**src/rtl/fetch_unit.sv**
```systemverilog
// fetch_unit: instruction-fetch stage. Owns the fetch PC and issues pipelined
// requests on a req/gnt/rvalid port. Returned words land in an in-order
// prefetch queue that is presented to ID as {pc, instr} with valid/ready.
// A redirect flushes the queue and arranges for stale in-flight responses to
// be dropped through a discard counter.
module fetch_unit #(
  parameter int unsigned     XLEN     = 32,
  parameter logic [XLEN-1:0] RESET_PC = '0,
  parameter int unsigned     DEPTH    = 4
) (
  input  logic                    clk_i,
  input  logic                    rst_i,
  input  logic                    start_i,
  input  logic                    redirect_i,
  input  logic [XLEN-1:0]         redirect_pc_i,
  output logic                    imem_req_o,
  output logic [XLEN-1:0]         imem_addr_o,
  input  logic                    imem_gnt_i,
  input  logic                    imem_rvalid_i,
  input  logic [31:0]             imem_rdata_i,
  output logic                    id_valid_o,
  input  logic                    id_ready_i,
  output logic [XLEN-1:0]         id_pc_o,
  output logic [31:0]             id_instr_o,
  output logic [$clog2(DEPTH):0]  count_o
);

  localparam int unsigned AW = $clog2(DEPTH);
  localparam int unsigned CW = AW + 1;

  typedef enum logic {IDLE, RUN} state_e;

  state_e           state_q, state_d;
  logic [XLEN-1:0]  pc_q, pc_d;
  logic [AW-1:0]    head_q, head_d;
  logic [AW-1:0]    tail_q, tail_d;
  logic [AW-1:0]    fill_q, fill_d;       // oldest allocated-but-unfilled entry
  logic [CW-1:0]    count_q, count_d;     // allocated entries (filled + pending)
  logic [CW-1:0]    pending_q, pending_d; // allocated entries still awaiting data
  logic [CW-1:0]    discard_q, discard_d; // stale responses still to be dropped
  logic [DEPTH-1:0] filled_q, filled_d;
  logic [XLEN-1:0]  epc_q [DEPTH];
  logic [XLEN-1:0]  epc_d [DEPTH];
  logic [31:0]      einstr_q [DEPTH];
  logic [31:0]      einstr_d [DEPTH];

  logic alloc, pop, fill, drop, has_target;

  // Handshake outputs are pure functions of registered state and this cycle's redirect.
  assign imem_req_o  = (state_q == RUN) && !redirect_i && (count_q < CW'(DEPTH));
  assign imem_addr_o = pc_q;
  assign id_valid_o  = filled_q[head_q] && !redirect_i;
  assign id_pc_o     = epc_q[head_q];
  assign id_instr_o  = einstr_q[head_q];
  assign count_o     = count_q;

  assign alloc      = imem_req_o && imem_gnt_i;
  assign pop        = id_valid_o && id_ready_i;
  assign has_target = (discard_q != '0) || (pending_q != '0);
  assign drop       = imem_rvalid_i && (discard_q != '0);
  assign fill       = imem_rvalid_i && (discard_q == '0) && (pending_q != '0);

  // Next-state for FSM, PC, queue pointers, counters and entry storage.
  always_comb begin
    state_d   = state_q;
    pc_d      = pc_q;
    head_d    = head_q;
    tail_d    = tail_q;
    fill_d    = fill_q;
    count_d   = count_q;
    pending_d = pending_q;
    discard_d = discard_q;
    filled_d  = filled_q;
    epc_d     = epc_q;
    einstr_d  = einstr_q;

    case (state_q)
      IDLE:    if (start_i) state_d = RUN;
      RUN:     if (!start_i && !redirect_i) state_d = IDLE;
      default: state_d = IDLE;
    endcase

    if (redirect_i) begin
      // Every unfilled entry becomes a stale response; an rvalid this cycle
      // is the oldest of those and is consumed right now.
      pc_d      = {redirect_pc_i[XLEN-1:2], 2'b00};
      head_d    = '0;
      tail_d    = '0;
      fill_d    = '0;
      count_d   = '0;
      pending_d = '0;
      filled_d  = '0;
      discard_d = discard_q + pending_q
                  - ((imem_rvalid_i && has_target) ? CW'(1) : CW'(0));
    end else begin
      if (drop) discard_d = discard_q - CW'(1);
      if (fill) begin
        einstr_d[fill_q] = imem_rdata_i;
        filled_d[fill_q] = 1'b1;
        fill_d           = fill_q + AW'(1);
      end
      if (pop) begin
        filled_d[head_q] = 1'b0;
        head_d           = head_q + AW'(1);
      end
      if (alloc) begin
        epc_d[tail_q]    = pc_q;
        filled_d[tail_q] = 1'b0;
        tail_d           = tail_q + AW'(1);
        pc_d             = pc_q + XLEN'(4);
      end
      count_d   = count_q + CW'(alloc) - CW'(pop);
      pending_d = pending_q + CW'(alloc) - CW'(fill);
    end
  end

  // State registers with asynchronous active-low clear.
  always_ff @(posedge clk_i or negedge rst_i) begin
    if (!rst_i) begin
      state_q   <= IDLE;
      pc_q      <= RESET_PC;
      head_q    <= '0;
      tail_q    <= '0;
      fill_q    <= '0;
      count_q   <= '0;
      pending_q <= '0;
      discard_q <= '0;
      filled_q  <= '0;
      for (int unsigned i = 0; i < DEPTH; i++) begin
        epc_q[i]    <= '0;
        einstr_q[i] <= '0;
      end
    end else begin
      state_q   <= state_d;
      pc_q      <= pc_d;
      head_q    <= head_d;
      tail_q    <= tail_d;
      fill_q    <= fill_d;
      count_q   <= count_d;
      pending_q <= pending_d;
      discard_q <= discard_d;
      filled_q  <= filled_d;
      epc_q     <= epc_d;
      einstr_q  <= einstr_d;
    end
  end

  // Protocol checks: a response needs an owner, and stale responses stay bounded.
  always_ff @(posedge clk_i) begin
    if (rst_i) begin
      assert (!(imem_rvalid_i && !has_target));
      assert (discard_d <= CW'(DEPTH));
    end
  end

endmodule

```
**config.mk**
```make
export PLATFORM = sky130hd
export DESIGN_NAME = fetch_unit
export DESIGN_NICKNAME = d
export VERILOG_FILES = /design/src/rtl/fetch_unit.sv
export SDC_FILE = /design/constraint.sdc
export NUM_CORES = 1
export LEC_CHECK = 0
export CORE_UTILIZATION = 30
export DETAILED_ROUTE_END_ITERATION = 12
export GPL_TIMING_DRIVEN = 0
export PLACE_DENSITY = 0.49
export SLEW_MARGIN = 15
export SYNTH_ARGS = -nofsm -noshare
export SYNTH_HDL_FRONTEND = slang
export SYNTH_SLANG_ARGS = --single-unit
```
**constraint.sdc**
```tcl
create_clock -name clk_i -period 3.8 [get_ports clk_i]
set_input_delay 0.76 -clock clk_i [delete_from_list [all_inputs] [get_ports clk_i]]
set_output_delay 0.76 -clock clk_i [all_outputs]
set_load 0.005 [all_outputs]
```
* After elaboration in Yosys (flattened, before gate mapping)
Index checks and enable logic that the tools add are counted.
Cells by class: $add $sub $neg 11, $mul 0, shift-type cells 0, order comparisons 12, eq/ne operators 0, multiplexer cells 42, bitwise logic cells 10, divide/modulo/power cells 0, reduce and logical (&&, ||, !) cells 27
Operators with widths (count):
- bitwise mux 128 bit | 2
- two-way mux 32 bit | 8
- binary-select mux 32 bit (select 2 bit) | 2
- demux 32 bit (select 2 bit) | 2
- adder 32 x 3 -> 32 bit (second input constant) | 1
- two-way mux 4 bit | 6
- logical AND 1 bit | 15
- two-way mux 2 bit | 6
- two-way mux 3 bit | 4
- >= comparator 3 bit (second input constant) | 3
- less-than comparator 2 x 3 -> 1 bit (second input constant) | 3
- NOT 2 -> 3 bit | 3
- subtractor 3 x 1 -> 3 bit | 3
- AND 4 bit | 2
- NOT 4 bit | 2
- nonzero test 2 bit | 4
- two-way mux 1 bit | 7
- adder 2 x 1 -> 2 bit (second input constant) | 3
- adder 3 x 1 -> 3 bit | 2
- demux 1 bit (select 2 bit) | 3
- >= comparator 2 x 1 -> 1 bit (second input constant) | 3
- less-than comparator 3 x 1 -> 1 bit (second input constant) | 2
- nonzero test 3 bit | 2
- bitwise OR 4 bit | 1
- other kinds (10) | 13
Word-level totals: memories kept 0, logic and storage cells 119, latch bits 0, bits of input ports 71, memory bits (read-only) 0, output and inout port bits 101, bits in registers 308, RAM bits 0

* Longest topological paths before layout
Gate-level depths: netlist of run 1.
depth after elaboration 13, gate-level depth with buffers 13, depth with buffers taken out 13

* Least setup slack after synthesis of run 1
No wires, ideal clock.
path type flip-flop to flip-flop, from reg discard_q[0], to reg discard_q[2], data required time 3.677 ns, setup slack 1.121 ns, buffers on the path 0, library setup time 0.123 ns, clock period less this slack 2.679 ns, data arrival time 2.556 ns, cell stages (with the launch flop) 14, cell sequence dfrtp_1 -> inv_1 -> ha_1 -> inv_1 -> o21ai_0 -> o21ai_0 -> ha_1 -> inv_1 -> ha_1 -> fa_1 -> xnor2_1 -> xnor2_1 -> a21oi_1 -> xnor2_1
On the way: cells in the longest elaborated chain, start to end 6, elaborated cells between the ends (all ways) 11, those cells by class add/sub (3); mux (3); reduce/logical (5)
Ends and longest elaborated chain:
- start: declaration | line 40 | logic [CW-1:0] discard_q, discard_d;
- start signal: assignment | line 141 | discard_q <= discard_d;
- parallel branches: the longest is 6 deep, another holds adder 3 bit
Several ways; the timed one is not identified. The select of a mux whose other input is x is not followed. A chain may end at the register's enable or synchronous reset.

* Worst setup path in the final report of run 1
from reg head_q[1], to out id_pc_o[12]
On the way: cells in the longest elaborated chain, start to end 4
Ends and longest elaborated chain:
- start: declaration | line 35 | logic [AW-1:0] head_q, head_d;
- start signal: assignment | line 122 | head_q <= '0;
- start signal: assignment | line 136 | head_q <= head_d;
- NOT 2 -> 3 bit (not written as such) | line 53 | assign id_pc_o = epc_q[head_q];
- binary-select mux 32 bit (select 2 bit) | line 53
- two-way mux 32 bit (not written as such) (2 in series) | line 53
- end: declaration | line 23 | output logic [XLEN-1:0] id_pc_o,
Every way passes these cells. The select of a mux whose other input is x is not followed.

==> results of run 1 <==
cell type report:
class	instances	share of cell area (%)
clock inverters	19	1.07
repair buffers	167	9.84
plain buffers	79	2.24
multi-input cells	568	33.9
clock buffers	46	5.69
inverters	25	0.534
well taps	600	4.27
flip-flops and latches	298	42.5
worst register-to-register path: cells and delay by family, from the launching register on:
| family | cells | cell delay (ns) |
|---|---|---|
| xor gates and xnor gates | 3 | 0.48 |
| DFF | 1 | 0.36 |
| buffers and inverters | 3 | 0.22 |
| AOI/OAI and AO/OA | 3 | 0.80 |
| adders and majority gates | 4 | 1.04 |
Yosys cell counts, types with 3 or more instances:
cell / count / area share (%)
a2111oi_2: 4 / 0.43
a21oi_1: 9 / 0.32
and3_1: 9 / 0.41
and4_1: 4 / 0.25
buf_1: 6 / 0.16
buf_2: 38 / 1.4
buf_4: 11 / 0.59
clkbuf_1: 22 / 0.59
dfrtp_1: 298 / 54
fa_1: 3 / 0.43
ha_1: 21 / 1.9
inv_1: 24 / 0.65
mux2_1: 10 / 0.81
mux2_2: 237 / 19
mux4_2: 63 / 10
nand2_1: 58 / 1.6
nand3_1: 14 / 0.50
nand4_1: 12 / 0.54
nor2_1: 16 / 0.43
nor2b_1: 3 / 0.14
nor3_1: 4 / 0.14
nor4_1: 3 / 0.14
o211ai_1: 9 / 0.49
o21ai_0: 25 / 0.90
o311ai_0: 3 / 0.19
or3_1: 4 / 0.18
xnor2_1: 21 / 1.3
xor2_1: 8 / 0.50
metrics by stage:
| step | hold slack (ns) | setup WS, ns | total power, uW | util [%] |
|---|---|---|---|---|
| floorplan | 0.445 | 1.12 | 5410 | - |
| global placement | 0.458 | -11.89 | 6590 | 35.8 |
| detailed placement | 0.473 | 0.416 | 6620 | 36.0 |
| CTS | 0.0333 | 0.0616 | 10200 | 38.6 |
| global route | 0.0562 | 0.0110 | 10600 | 38.6 |
| finish | 0.0626 | 0.159 | 10000 | 38.6 |
cell families (layout without fill, tap and decap cells):
kind of cell | after synthesis | count (layout)
buffers and inverters | 104 | 336
xor gates and xnor gates | 29 | 29
muxes | 312 | 312
AOI/OAI and AO/OA | 55 | 55
and+or+nand+nor | 144 | 144
DFF | 298 | 298
other | 1 | 4
adders and majority gates | 24 | 24
worst paths after layout:
kind                         startpoint      endpoint  slack [ns]  depth (start not counted)
max in group asynchronous         rst_i     epc_q[75]        2.55                          3
max reg2reg                discard_q[0]  discard_q[2]        0.78                         13
min in group clk_i            epc_q[99]     epc_q[99]        0.48                          2
max                           head_q[1]   id_pc_o[12]        0.16                          4
min                               rst_i  einstr_q[67]        0.06                          1
min reg2reg                   epc_q[99]     epc_q[99]        0.48                          2
power breakdown:
group	leakage [uW]	internal (uW)	total, uW	switching [uW]
sequential	0.00395	3810	4140	333
clock	0.000582	2070	3470	1400
combinational	0.00326	1520	2390	868
registers in the layout (all words and copies together), names as in the netlist, 3 cells and up:
register,flops
count_o,3
discard_q,3
einstr_q,128
epc_q,120
filled_q,4
imem_addr_o,30
pending_q,3
per-layer routing:
| layer | part of all wire [%] | global-route usage [%] |
|---|---|---|
| met5 | 0 | 0 |
| met4 | 2.4 | 5.45 |
| met3 | 3.7 | 2.59 |
| met2 | 46 | 24.5 |
| met1 | 48 | 22.2 |
==> metrics.csv, run 1 <==
stage,metric,value,unit
synthesis,multiplexer share of the synthesized area,30.4,%
global_routing,GRT Util Overall,15.7,%
place,placed cell count,1737,
route,DR vias,8641,
place,Port Buffers,164,
place,area post-placement,16400,um2
worst_hold_path,Hold Crit Class,in2async,
clocking,CTS Hold Bufs,0,
route,vias per inst,4.80,
floorplanning,initial core utilization,30.5,%
floorplanning,row count,78,
setup_path,startpoint types,register,
finish,"commonest cells after routing, fill and taps aside","dfrtp_1 (298), mux2_2 (237), clkdlybuf4s50_1 (163)",
route,WL final,36400,um
power,maximum vdd drop,0.000324,V
sta,setup tns final,0,ns
synthesis,fraction of registers with async set/reset,100,%
synthesis,Mapped Area,13900,um2
synthesis,number of distinct library cells after synthesis,51,
setup_path,critical-path cell list,buf_2 > buf_1 > mux4_2 > clkdlybuf4s50_1,
global_routing,vias in the first global route,9162,
clocking,# resized after CTS,0,
synthesis,post-synthesis xor/xnor area fraction,1.83,%
clocking,worst skew pair latency,0.55,ns
global_routing,pin count of the biggest net entering global routing,99,
finish,"commonest non-fill, non-tap cell in the layout",dfrtp_1,
synthesis,synthesized flop and latch total,298,
setup_path,crit path kind,reg2out,
power,leak pwr,0.00780,uW
setup_path,CP max FO,10,
clocking,CTS root buffer,clkbuf_16,
finish,area taken by multi-input logic gates,5950,um2
synthesis,"EDFF count, synth",0,
clocking,# Post-CTS Setup Buffers,0,
floorplanning,die area,47100,um2
flow_run,max capacitance violation total,0,
finish,share of post-route cells with drive strength above 1,35.5,%
synthesis,syn avg cell area,14.4,um2
place,GP Congestion,0.764,
floorplanning,I/O pin cnt,172,
power,PD cells,570,nW/um2
setup_path,CP endpoint kind,output port,
global_routing,initial antenna violation count,0,
route,number of remaining DRC errors,0,
synthesis,Post-Synth Adder-Cell Area,2.33,%
route,drt first pass iters,5,
global_routing,grt ovf,0,
clocking,clk slew on worst S/H paths,0.06,ns
synthesis,Synth Flop Type,dfrtp_1,
synthesis,combinational family with the most area after synthesis,multiplexers,
place,detailed placement HPWL,24600,um
finish,nets,1270,
finish,fillers,4423,
finish,Register Area,7460,um2
route,Routed Antenna Nets,0,
run_status,status,completed,
clocking,CTS tree,yes,
sta,Final Setup Violations,0,
finish,Layout area overhead,26.5,%
synthesis,sequential cell area fraction in the yosys report,53.7,%
route,DR iter-0 viols,456,
finish,antenna diode instance count,0,
sta,Final period util,95.8,%
floorplanning,Chip Height,217,um
setup_path,Critical path buffers and inverters,3,
clocking,TritonCTS buffer count,36,
sta,"Hold Vio Cnt, Final",0,
setup_path,"Largest delay share family, worst path",buffers and inverters,
sta,worst slew pin tran,0.879,ns
synthesis,Post-Synthesis Cells,967,
sta,Rel. slew slack,41.4,%
floorplanning,die width,217,um
sta,"Slew Viols, Final",0,
global_routing,first-pass GRT wire length,56300,um
clocking,clk buf depth,3,
route,post-DR wirelength/cell,20.2,um
clocking,H-tree levels,2,
setup_path,"slowest stage delay, CP",0.71,ns
synthesis,simple-gate share of the synthesized area,5.62,%
setup_path,Worst EP arrival,2.88,ns
sta,fmax,275,MHz
synthesis,YS warnings,0,
synthesis,compound-gate portion of the synthesized area,2.60,%
floorplanning,Core Area,45500,um2
setup_path,CP Data Required Time,3.04,ns
sta,clock skew,0.0255,ns
finish,design area,17600,um2
sta,RSZ-0062 raised after global routing,no,
setup_path,Critical Path Slowest Stage Cell,buf_1,
finish,Finished Layout Cells,1802,
clocking,Num Clock Sinks,298,
sta,"Min Clock Period, post-route",3.64,ns
Power figures use the tool's default switching activity.
==> inputs of run 2 (changes only) <==
--- a/config.mk
+++ b/config.mk
@@ -5,6 +5,8 @@
 export SDC_FILE = /design/constraint.sdc
 export NUM_CORES = 1
 export LEC_CHECK = 0
+export ABC_CLOCK_PERIOD_IN_PS = 3800
+export CAP_MARGIN = 20
 export CORE_UTILIZATION = 30
 export DETAILED_ROUTE_END_ITERATION = 12
 export GPL_TIMING_DRIVEN = 0
==> results of run 2 <==
Final layout, timing and power as in run 1 (identical DEF).
==> inputs of run 3 (changes only) <==
--- a/config.mk
+++ b/config.mk
@@ -7,6 +7,7 @@
 export LEC_CHECK = 0
 export ABC_CLOCK_PERIOD_IN_PS = 3800
 export CAP_MARGIN = 20
+export CORE_MARGIN = 5
 export CORE_UTILIZATION = 30
 export DETAILED_ROUTE_END_ITERATION = 12
 export GPL_TIMING_DRIVEN = 0
==> metrics.csv, run 3 (synthesis results as in run 1) <==
stage,metric,value,unit,change
global_routing,pin count of the biggest net entering global routing,99,,unchanged
finish,nets,1270,,unchanged
clocking,# resized after CTS,2,,+2
route,number of remaining DRC errors,0,,unchanged
power,leak pwr,0.00780,uW,about the same
sta,RSZ-0062 raised after global routing,no,,
clocking,Num Clock Sinks,298,,unchanged
global_routing,first-pass GRT wire length,58300,um,+3.6%
clocking,worst skew pair latency,0.54,ns,about the same
setup_path,CP max FO,10,,unchanged
finish,max reg flops,128,,unchanged
place,detailed placement HPWL,25300,um,+3.0%
sta,Final period util,95.9,%,about the same
clocking,# Post-CTS Setup Buffers,0,,unchanged
finish,"commonest non-fill, non-tap cell in the layout",dfrtp_1,,
route,WL final,37000,um,+1.6%
route,Routed Antenna Nets,0,,unchanged
global_routing,vias in the first global route,9508,,+3.8%
clocking,H-tree levels,2,,unchanged
run_status,status,completed,,
worst_hold_path,Hold Crit Class,in2async,,
place,GP Congestion,0.759,,-0.65%
setup_path,startpoint types,register,,
finish,fillers,4381,,-0.95%
global_routing,initial antenna violation count,0,,unchanged
sta,worst slew pin tran,0.881,ns,+0.00190 ns
global_routing,grt ovf,0,,unchanged
clocking,TritonCTS buffer count,36,,unchanged
global_routing,GRT Util Overall,14.8,%,-0.90 points
finish,Register Area,7460,um2,unchanged
power,maximum vdd drop,0.000337,V,+4.0%
finish,Layout area overhead,26.6,%,about the same
sta,fmax,274,MHz,about the same
flow_run,max capacitance violation total,0,,unchanged
route,DR vias,8641,,unchanged
floorplanning,Core Area,45600,um2,+0.21%
power,PD cells,570,nW/um2,+0.13%
floorplanning,row count,78,,unchanged
clocking,CTS root buffer,clkbuf_16,,
sta,"Min Clock Period, post-route",3.64,ns,+0.00343 ns
sta,clock skew,0.0252,ns,-0.000303 ns
setup_path,Critical Path Slowest Stage Cell,buf_1,,
sta,"Slew Viols, Final",0,,unchanged
finish,Top reg by flops,einstr_q,,
clocking,clk slew on worst S/H paths,0.06,ns,about the same
setup_path,CP endpoint kind,output port,,
floorplanning,die area,50700,um2,+7.5%
finish,"commonest cells after routing, fill and taps aside","dfrtp_1 (298), mux2_2 (237), clkdlybuf4s50_1 (163)",,
setup_path,"slowest stage delay, CP",0.71,ns,about the same
clocking,clk buf depth,3,,unchanged
sta,Final Setup Violations,0,,unchanged
finish,antenna diode instance count,0,,unchanged
setup_path,crit path kind,reg2out,,
sta,"Hold Vio Cnt, Final",0,,unchanged
finish,share of post-route cells with drive strength above 1,35.1,%,-0.44 points
finish,area taken by multi-input logic gates,5950,um2,unchanged
place,Port Buffers,164,,unchanged
floorplanning,I/O pin cnt,172,,unchanged
floorplanning,Chip Height,225,um,+3.7%
route,drt first pass iters,4,,-1
finish,Final Util,38.5,%,-0.077 points
sta,Rel. slew slack,41.2,%,-0.13 points
clocking,CTS tree,yes,,
setup_path,CP Data Required Time,3.04,ns,about the same
floorplanning,initial core utilization,30.5,%,-0.065 points
floorplanning,die width,225,um,+3.7%
setup_path,critical-path cell list,buf_2 > buf_1 > mux4_2 > clkdlybuf4s50_1,,
route,post-DR wirelength/cell,20.6,um,+1.8%
power,power consumption,10000,uW,+0.15%
clocking,CTS Hold Bufs,0,,unchanged
route,DR iter-0 viols,423,,-7.2%
setup_path,Worst EP arrival,2.88,ns,about the same
route,vias per inst,4.81,,+0.28%
## run 3: cell count changes in the layout (fill, tap and decap cells not counted), moves of 2 or more
cell	change
clkinvlp_4	-4
clkinv_2	-9
clkbuf_1	+2
buf_2	-2
clkbuf_8	+5
buf_4	+2
## run 3: path summary, 6_finish.rpt
path / start / endpoint / slack, ns / depth (start not counted)
max in group asynchronous: rst_i / epc_q[81] / 2.50 / 3
worst min register to register: einstr_q[44] / einstr_q[44] / 0.48 / 1
worst max register to register: discard_q[0] / discard_q[2] / 0.80 / 13
worst max-delay path: head_q[1] / id_pc_o[11] / 0.16 / 4
worst min-delay path: rst_i / einstr_q[106] / 0.1 / 1
min in group clk_i: einstr_q[44] / einstr_q[44] / 0.48 / 1
## run 3: per-layer routing
layer	part of all wire, %	GRT usage (%)
met4	1.9	3.89
met5	0	0
met1	46	20.2
met3	4.9	3.23
met2	47	24.2
## run 3: critical path, delay by kind of cell, from the launching register on
| family | cells | cell delay (ns) |
|---|---|---|
| flops | 1 | 0.36 |
| mux | 1 | 0.46 |
| buf+inv | 3 | 1.52 |
## run 3: power breakdown
part	total (uW)	switching [uW]	internal, uW
combinational	2400	881	1520
sequential	4150	339	3810
clock	3470	1350	2120
total	10000	2570	7450
## run 3: per-stage QoR
stage               setup slack [ns]  cell area, um2  hold slack, ns  setup TNS, ns  std cells
floorplan                       1.12           13900           0.445              0        970
global placement              -11.78           16300           0.462       -3498.57       1734
detailed placement             0.446           16400           0.469              0       1737
CTS                          0.00539           17600          0.0790              0       1797
global route                 0.00814           17600          0.0919              0       1797
finish                         0.156           17600          0.0999              0       1797
## run 3: area by class of cell
type / count / area share [%]
timing repair buffer: 167 / 9.84
tap: 600 / 4.27
clock buffer: 53 / 6.00
sequential: 298 / 42.5
buffer: 79 / 2.27
inverter: 25 / 0.534
multi-input combinational: 568 / 33.9
clock inverter: 7 / 0.734
